`config.mk`:
```
export PLATFORM = sky130hd
export DESIGN_NAME = control_pipeline
export DESIGN_NICKNAME = d
export VERILOG_FILES = /design/src/rtl/control_pipeline_pkg.sv /design/src/rtl/control_pipeline_pipe_reg.sv /design/src/rtl/control_pipeline.sv
export SDC_FILE = /design/constraint.sdc
export NUM_CORES = 1
export LEC_CHECK = 0
export BUFFER_PORTS_ARGS = -buffer_cell sky130_fd_sc_hd__buf_2
export CORE_UTILIZATION = 56
export CTS_BUF_LIST = sky130_fd_sc_hd__clkbuf_8
export DETAILED_ROUTE_END_ITERATION = 6
export PLACE_DENSITY = 0.93
export SETUP_SLACK_MARGIN = 0.5
export SYNTH_ARGS = -nofsm -noshare
export SYNTH_HDL_FRONTEND = slang
export SYNTH_SLANG_ARGS = --single-unit
```
`constraint.sdc`:
```
create_clock -name CLK -period 3.5 [get_ports CLK]
set_clock_uncertainty 0.05 [all_clocks]
set_input_delay 0.7 -clock CLK [delete_from_list [all_inputs] [get_ports CLK]]
set_output_delay 0.7 -clock CLK [all_outputs]
set_load 0.02 [all_outputs]
```
`src/rtl/control_pipeline_pkg.sv`:
```
// Shared widths and per-stage control bundles for the ID/EX, EX/MEM and MEM/WB registers.
package control_pipeline_pkg;

  localparam int REG_ADDR_W = 5;
  localparam int ALUCTRL_W  = 3;

  typedef struct packed {
    logic                  valid;
    logic                  reg_write;
    logic                  mem_to_reg;
    logic                  mem_write;
    logic                  alu_src;
    logic                  reg_dst;
    logic [ALUCTRL_W-1:0]  alu_control;
    logic [REG_ADDR_W-1:0] rs;
    logic [REG_ADDR_W-1:0] rt;
    logic [REG_ADDR_W-1:0] rd;
  } ctrl_e_t;

  typedef struct packed {
    logic                  valid;
    logic                  reg_write;
    logic                  mem_to_reg;
    logic                  mem_write;
    logic [REG_ADDR_W-1:0] write_reg;
  } ctrl_m_t;

  typedef struct packed {
    logic                  valid;
    logic                  reg_write;
    logic                  mem_to_reg;
    logic [REG_ADDR_W-1:0] write_reg;
  } ctrl_w_t;

  localparam ctrl_e_t BUBBLE = '0;

endpackage

```
`src/rtl/control_pipeline_pipe_reg.sv`:
```
// Generic pipeline register: async active-low reset, synchronous clear over data.
module pipe_reg #(
  parameter int W = 1
) (
  input  logic         clk_i,
  input  logic         rst_ni,
  input  logic         clr_i,
  input  logic [W-1:0] d_i,
  output logic [W-1:0] q_o
);

  logic [W-1:0] data_q;

  always_ff @(posedge clk_i or negedge rst_ni) begin
    if (!rst_ni) begin
      data_q <= '0;
    end else if (clr_i) begin
      data_q <= '0;
    end else begin
      data_q <= d_i;
    end
  end

  assign q_o = data_q;

endmodule

```
`src/rtl/control_pipeline.sv`:
```
// Carries decoded controls from Decode to Writeback, inserts bubbles on FlushE and
// counts valid instructions leaving WB.
module control_pipeline
  import control_pipeline_pkg::*;
#(
  parameter int CNT_W = 32
) (
  input  logic                  CLK,
  input  logic                  RST,
  input  logic                  ValidD,
  input  logic                  RegWriteD,
  input  logic                  MemtoRegD,
  input  logic                  MemWriteD,
  input  logic                  ALUSrcD,
  input  logic                  RegDstD,
  input  logic [ALUCTRL_W-1:0]  ALUControlD,
  input  logic [REG_ADDR_W-1:0] RsD,
  input  logic [REG_ADDR_W-1:0] RtD,
  input  logic [REG_ADDR_W-1:0] RdD,
  input  logic                  FlushE,
  output logic                  RegWriteE,
  output logic                  MemtoRegE,
  output logic                  MemWriteE,
  output logic                  ALUSrcE,
  output logic                  RegDstE,
  output logic [ALUCTRL_W-1:0]  ALUControlE,
  output logic [REG_ADDR_W-1:0] RsE,
  output logic [REG_ADDR_W-1:0] RtE,
  output logic [REG_ADDR_W-1:0] RdE,
  output logic [REG_ADDR_W-1:0] WriteRegE,
  output logic                  RegWriteM,
  output logic                  MemtoRegM,
  output logic                  MemWriteM,
  output logic [REG_ADDR_W-1:0] WriteRegM,
  output logic                  RegWriteW,
  output logic                  MemtoRegW,
  output logic [REG_ADDR_W-1:0] WriteRegW,
  output logic [CNT_W-1:0]      RetiredCnt
);

  ctrl_e_t e_d, e_q;
  ctrl_m_t m_d, m_q;
  ctrl_w_t w_d, w_q;
  logic [CNT_W-1:0] cnt_d, cnt_q;

  assign e_d = '{valid: ValidD, reg_write: RegWriteD, mem_to_reg: MemtoRegD,
                 mem_write: MemWriteD, alu_src: ALUSrcD, reg_dst: RegDstD,
                 alu_control: ALUControlD, rs: RsD, rt: RtD, rd: RdD};

  // FlushE clears ID/EX to the all-zero bubble, including its valid bit.
  pipe_reg #(.W($bits(ctrl_e_t))) u_idex (
    .clk_i(CLK), .rst_ni(RST), .clr_i(FlushE), .d_i(e_d), .q_o(e_q)
  );

  assign WriteRegE = e_q.reg_dst ? e_q.rd : e_q.rt;

  assign m_d = '{valid: e_q.valid, reg_write: e_q.reg_write, mem_to_reg: e_q.mem_to_reg,
                 mem_write: e_q.mem_write, write_reg: WriteRegE};

  pipe_reg #(.W($bits(ctrl_m_t))) u_exmem (
    .clk_i(CLK), .rst_ni(RST), .clr_i(1'b0), .d_i(m_d), .q_o(m_q)
  );

  assign w_d = '{valid: m_q.valid, reg_write: m_q.reg_write, mem_to_reg: m_q.mem_to_reg,
                 write_reg: m_q.write_reg};

  pipe_reg #(.W($bits(ctrl_w_t))) u_memwb (
    .clk_i(CLK), .rst_ni(RST), .clr_i(1'b0), .d_i(w_d), .q_o(w_q)
  );

  // Wraps modulo 2^CNT_W by design; no saturation.
  assign cnt_d = cnt_q + CNT_W'(w_q.valid);

  always_ff @(posedge CLK or negedge RST) begin
    if (!RST) begin
      cnt_q <= '0;
    end else begin
      cnt_q <= cnt_d;
    end
  end

  assign RegWriteE   = e_q.reg_write;
  assign MemtoRegE   = e_q.mem_to_reg;
  assign MemWriteE   = e_q.mem_write;
  assign ALUSrcE     = e_q.alu_src;
  assign RegDstE     = e_q.reg_dst;
  assign ALUControlE = e_q.alu_control;
  assign RsE         = e_q.rs;
  assign RtE         = e_q.rt;
  assign RdE         = e_q.rd;
  assign RegWriteM   = m_q.reg_write;
  assign MemtoRegM   = m_q.mem_to_reg;
  assign MemWriteM   = m_q.mem_write;
  assign WriteRegM   = m_q.write_reg;
  assign RegWriteW   = w_q.reg_write;
  assign MemtoRegW   = w_q.mem_to_reg;
  assign WriteRegW   = w_q.write_reg;
  assign RetiredCnt  = cnt_q;

endmodule

```
==> impl_metrics.toml, run 1 <==
[sta]
setup-tns-final_ns = 0
total_of_endpoints_with_negative_setup_slack_in_the_final_report = 0
period_share = 0.631
timing_max_transition_violations_final = 0
maxClockFrequency_mhz = 453
final.min_clock_period_ns = 2.21
hold_violations = 0
unrepaired_setup_endpoints_after_global_routing = "no"
maxSlewHeadroom = 0.518
fin_hold_ws_ns = 0.267
worstMarginPinSlew_ns = 0.721

[status]
result_of_the_run = "complete, no violations"

[global_route]
antenna_found_initial = 0
global_route_wire_length_before_repair_um = 8180
grt_start_max_net_pins = 51
globalRoute.totalOverflow = 0
first_global_vias = 1832
groute.usage.overall = 0.205

[place]
final_estimated_routing_congestion_in_global_placement = 0.776
detailedPlacementHpwl_um = 3910
port_buffers = 101

[die]
num_io_pins = 102
die_height_um = 75.2
core.rowCount = 26
fp.dieArea_mm2 = 0.00565
chip_width_um = 75.2
initial_utilization = 0.583
core_area_mm2 = 0.00514

[synth]
post_synth_inst_count = 230
synth_warnings = 0
ys_seq_elements = 73
top_area_cells_in_the_synthesized_netlist = "sky130_fd_sc_hd__dfrtp_1 (61%), sky130_fd_sc_hd__buf_4 (7.3%), sky130_fd_sc_hd__nor2b_1 (5.0%)"
synth_top_area_frac = 0.610
synth_area_leader_cell = "sky130_fd_sc_hd__dfrtp_1"
proportion_of_synthesized_chip_area_in_sequential_cells = 0.610
syn_avg_cell_area_um2 = 13.0
synth.net_count = 260
synth.cell_area_mm2 = 0.00300
synth_cell_types = 25

[detailed_routing]
firstDrtPassIters = 4
drt-initial-drc-count = 101
drt_wl_total_um = 5340
vias = 1928
routedWlPerCell_um = 13.8
vias_per_cell = 4.99
drt_drc_violations_left = 0
route.antenna.remaining_nets = 0

[clock_tree]
cts_resizes = 0
cts.sinks = 73
path_clk_slew_ns = 0.08
tritoncts = "yes"
clk_root_buffer_cell = "sky130_fd_sc_hd__clkbuf_8"
cts.hold.buffers_added = 0
insertion_delay_ns = 0.34
post_cts_buffers = 0
cts_buffer_depth = 2
cts.htree.levels = 3
number_of_buffers_created_by_cts = 9

[pwr]
power_density_mw_per_mm2 = 535
ir_drop_mv = 0.340
cellLeakagePower_nw = 1.95

[hold_path]
timing.hold.worst.class = "in -> async"

[worst_setup_path]
worstSetupEndpointType = "flip-flop"
timing.critical_path.fanout_max = 12
cp_data_arrival_time_ns = 2.41
critical_path.startpoint_type = "flip-flop"
cell_depth_of_the_worst_flop_to_flop_path = 5
worst-setup-path-type = "reg -> reg"
critPathRequiredTime_ns = 3.71

[layout]
area_added_between_synthesis_and_finish_pct = 19.7
num-nets-final = 341
drive_above_1_share = 0.424
fillerInstances = 361
antenna_cells = 0

[run]
max_cap_viol_count = 0
-- flip-flops by register name, indices dropped and copies added, names as in the netlist --
register,count
RetiredCnt,32
u_memwb.q_o,8
u_exmem.q_o,9
u_idex.q_o,24
-- per-layer routing --
metal,up-vias,wire length (µm),track usage
met3,6,408,0.0803
met1,930,2160,0.218
met2,87,2720,0.351
met5,-,0,0
met4,0,55,0.109
li1,905,-,-
-- cells in the mapped netlist --
cell type and count:
sky130_fd_sc_hd__nor4_4 2, sky130_fd_sc_hd__or2_1 1, sky130_fd_sc_hd__inv_1 4, sky130_fd_sc_hd__and4bb_2 1
sky130_fd_sc_hd__nor4_2 6, sky130_fd_sc_hd__and2_1 1, sky130_fd_sc_hd__or3_1 1, sky130_fd_sc_hd__nor3_1 6
sky130_fd_sc_hd__ha_1 3, sky130_fd_sc_hd__nand2_1 7, sky130_fd_sc_hd__and3_1 6, sky130_fd_sc_hd__nand3_4 1
sky130_fd_sc_hd__nand4_1 9, sky130_fd_sc_hd__mux2_2 5, sky130_fd_sc_hd__dfrtp_1 73, sky130_fd_sc_hd__nand3_1 11
sky130_fd_sc_hd__buf_4 29, sky130_fd_sc_hd__buf_6 1, sky130_fd_sc_hd__nor2b_1 24, sky130_fd_sc_hd__xnor2_1 15
sky130_fd_sc_hd__nor2_1 5, sky130_fd_sc_hd__and4_1 1, sky130_fd_sc_hd__nand4_2 1, sky130_fd_sc_hd__clkbuf_1 2
sky130_fd_sc_hd__xor2_1 15
-- logic make-up after synthesis --
logic type / count (synthesis) / synth area share
flip-flops: 73 / 0.610
buffers and inverters: 36 / 0.0839
AND/OR/NAND/NOR: 83 / 0.187
multiplexers: 5 / 0.0188
XOR/XNOR: 30 / 0.0877
adder cells (fa/ha/maj): 3 / 0.0125
-- final cells by class --
class                      instances  area, µm²  share of cell area
clock buffer                      10        138              0.0384
clock inverter                     6       90.1              0.0251
timing repair buffer             102        513               0.143
tap                               70       87.6              0.0244
sequential                        73       1830               0.509
multi-input combinational        121        918               0.256
inverter                           4       15.0             0.00418
-- per-stage QoR --
step	power, mW	instance area, µm²	setup WS [ns]	cells	util
after floorplan	1.12	3000	1.69	230	-
after global placement	1.19	3360	1.45	370	0.654
after detailed placement	1.21	3360	1.31	370	0.654
after CTS	1.94	3590	1.29	386	0.698
after global routing	1.99	3590	1.15	386	0.698
final	1.92	3590	1.29	386	0.698
-- where the power goes --
| part | internal, mW | leakage [nW] | switching, mW |
|---|---|---|---|
| Combinational | 0.0828 | 0.869 | 0.146 |
| Clock | 0.423 | 0.113 | 0.313 |
| Sequential | 0.901 | 0.966 | 0.0548 |
| Total | 1.41 | 1.95 | 0.514 |
-- worst max-delay path, cell delays in order, from the launching register on --
cell and delay, ns:
sky130_fd_sc_hd__dfrtp_1 0.37, sky130_fd_sc_hd__ha_1 0.18, sky130_fd_sc_hd__ha_1 0.24, sky130_fd_sc_hd__nand4_1 0.60
sky130_fd_sc_hd__nor4_4 0.49, sky130_fd_sc_hd__xor2_1 0.19
-- final timing paths --
check,endpoint,slack [ns],from
setup / recovery,RetiredCnt[30],1.29,RetiredCnt[0]
min in group CLK,u_memwb.q_o[7],0.30,u_exmem.q_o[8]
hold / removal,RetiredCnt[10],0.27,RST
setup reg to reg,RetiredCnt[30],1.29,RetiredCnt[0]
max in group asynchronous,u_exmem.q_o[4],2.14,RST
hold reg to reg,u_memwb.q_o[7],0.30,u_exmem.q_o[8]
-- cells in the final DEF, fill, tap and decap left out, types with 6 or more instances in the layout --
| cell type | n |
|---|---|
| sky130_fd_sc_hd__dfrtp_1 | 73 |
| sky130_fd_sc_hd__clkbuf_8 | 10 |
| sky130_fd_sc_hd__nor2b_1 | 24 |
| sky130_fd_sc_hd__nand4_1 | 9 |
| sky130_fd_sc_hd__xor2_1 | 15 |
| sky130_fd_sc_hd__nand2_1 | 7 |
| sky130_fd_sc_hd__buf_2 | 101 |
| sky130_fd_sc_hd__and3_1 | 6 |
| sky130_fd_sc_hd__nor3_1 | 6 |
| sky130_fd_sc_hd__xnor2_1 | 15 |
| sky130_fd_sc_hd__nand3_1 | 11 |
| sky130_fd_sc_hd__nor4_2 | 6 |
Power figures use the tool's default switching activity.
==> inputs of run 2 (changes only) <==
CORE_UTILIZATION = 52   (was 56)
PLACE_DENSITY = 0.87   (was 0.93)
clock period = 2.05 ns   (was 3.5 ns; I/O delays follow)
==> run 2 against run 1 <==
  * Wire length increased by 18%
  * Sequential power increased by 76%
  * Utilization increased by 5.3 points
  * Largest power group unchanged
  * Sequential share of layout area decreased by 6.6 points
  * Combinational power increased by 110%
  * Clock power increased by 110%
  * Critical endpoint is now WriteRegE[1]
  * Flip-flop and latch count unchanged
==> impl_metrics.toml, run 2 (synthesis gave the netlist of run 1 again) <==
[pwr]
cellLeakagePower_nw = 2.28
power_density_mw_per_mm2 = 882
ir_drop_mv = 0.781

[clock_tree]
insertion_delay_ns = 0.34
cts.htree.levels = 3
cts.hold.buffers_added = 0
tritoncts = "yes"
cts.sinks = 73
clk_root_buffer_cell = "sky130_fd_sc_hd__clkbuf_8"
path_clk_slew_ns = 0.08
cts_buffer_depth = 2
number_of_buffers_created_by_cts = 9

[sta]
total_of_endpoints_with_negative_setup_slack_in_the_final_report = 0
maxSlewHeadroom = 0.743
timing_max_transition_violations_final = 0
maxClockFrequency_mhz = 566
hold_violations = 0
worstMarginPinSlew_ns = 0.383
final.min_clock_period_ns = 1.77
unrepaired_setup_endpoints_after_global_routing = "yes"
setup-tns-final_ns = 0
period_share = 0.862

[global_route]
grt_start_max_net_pins = 74
global_route_wire_length_before_repair_um = 9340
groute.usage.overall = 0.207
antenna_found_initial = 0
first_global_vias = 1938
globalRoute.totalOverflow = 0

[detailed_routing]
route.antenna.remaining_nets = 0
drt_drc_violations_left = 0
vias = 2077
drt_wl_total_um = 6310
vias_per_cell = 5.04
routedWlPerCell_um = 15.3
drt-initial-drc-count = 80
firstDrtPassIters = 4

[run]
max_cap_viol_count = 0

[worst_setup_path]
critPathRequiredTime_ns = 1.59
critical_path.startpoint_type = "flip-flop"
worstSetupEndpointType = "output pin"
cp_data_arrival_time_ns = 1.31
cell_depth_of_the_worst_flop_to_flop_path = 6
worst-setup-path-type = "reg -> out"
timing.critical_path.fanout_max = 6

[place]
dp.cells = 373
detailedPlacementHpwl_um = 3750
place_area_mm2 = 0.00348
final_estimated_routing_congestion_in_global_placement = 0.818
port_buffers = 101

[layout]
area_added_between_synthesis_and_finish_pct = 38.9
drive_above_1_share = 0.571
fillerInstances = 329
final_common_cell = "sky130_fd_sc_hd__buf_2"
antenna_cells = 0
layout_common_cells = "sky130_fd_sc_hd__buf_2 (96), sky130_fd_sc_hd__dfrtp_1 (58), sky130_fd_sc_hd__nor2b_1 (24)"
largest_reg_flops = 32
num-nets-final = 365
final_design_area_no_fill_mm2 = 0.00416
instances_no_fill = 412

[status]
result_of_the_run = "complete, no violations"

[die]
initial_utilization = 0.541
fp.dieArea_mm2 = 0.00607
core.rowCount = 27
num_io_pins = 102
core_area_mm2 = 0.00554
chip_width_um = 77.9
die_height_um = 77.9

[hold_path]
timing.hold.worst.class = "in -> async"
==> run 2: per-layer routing <==
metal | routed length, µm | GRT usage
met5 | 0 | 0
met4 | 190 | 0.102
met3 | 445 | 0.0612
met2 | 3100 | 0.339
met1 | 2570 | 0.250
==> run 2: layout make-up <==
class | count | area (µm²) | share of cell area
clock inverter | 6 | 138 | 0.0331
inverter | 4 | 15.0 | 0.00361
clock buffer | 10 | 138 | 0.0331
multi-input combinational | 122 | 1180 | 0.283
timing repair buffer | 125 | 757 | 0.182
tap | 72 | 90.1 | 0.0216
sequential | 73 | 1850 | 0.443
==> run 2: stage by stage <==
step,setup slack (ns),utilization,hold WS (ns),total power [mW]
finish,0.283,0.751,0.0260,3.67
global route,0.241,0.751,0.0566,3.82
CTS,0.269,0.715,0.0519,3.63
detailed placement,0.340,0.627,0.287,2.08
global placement,0.374,0.627,0.282,2.07
floorplan,0.452,-,0.0644,1.93
==> run 2: critical path: stages, from the launching register on <==
cell and delay (ns):
sky130_fd_sc_hd__dfrtp_2 0.48, sky130_fd_sc_hd__mux2_4 0.35, sky130_fd_sc_hd__buf_6 0.14
==> run 2: path summary, 6_finish.rpt <==
path	from	endpoint	slack [ns]
min	RST	RetiredCnt[10]	0.03
max in group asynchronous	RST	RetiredCnt[16]	1.60
min in group CLK	RsD[3]	u_idex.q_o[13]	0.23
min reg2reg	u_idex.q_o[23]	u_exmem.q_o[8]	0.30
max reg2reg	RetiredCnt[3]	RetiredCnt[21]	0.40
max	u_idex.q_o[18]	WriteRegE[1]	0.28
==> run 2: what timing repair did <==
action / in CTS / in global routing
buffers inserted: 12 / 9
pin swaps: 14 / 21
setup endpoints to repair: 24 / 29
gates resized for setup: 30 / 28
hold endpoints to repair: 0 / 0
cloned: 1 / 1
==> run 2: where the power goes <==
part	leakage (nW)	switching [mW]	internal, mW	total [mW]
Clock	0.137	0.536	0.971	1.51
Sequential	0.944	0.129	1.55	1.68
Combinational	1.20	0.278	0.209	0.486
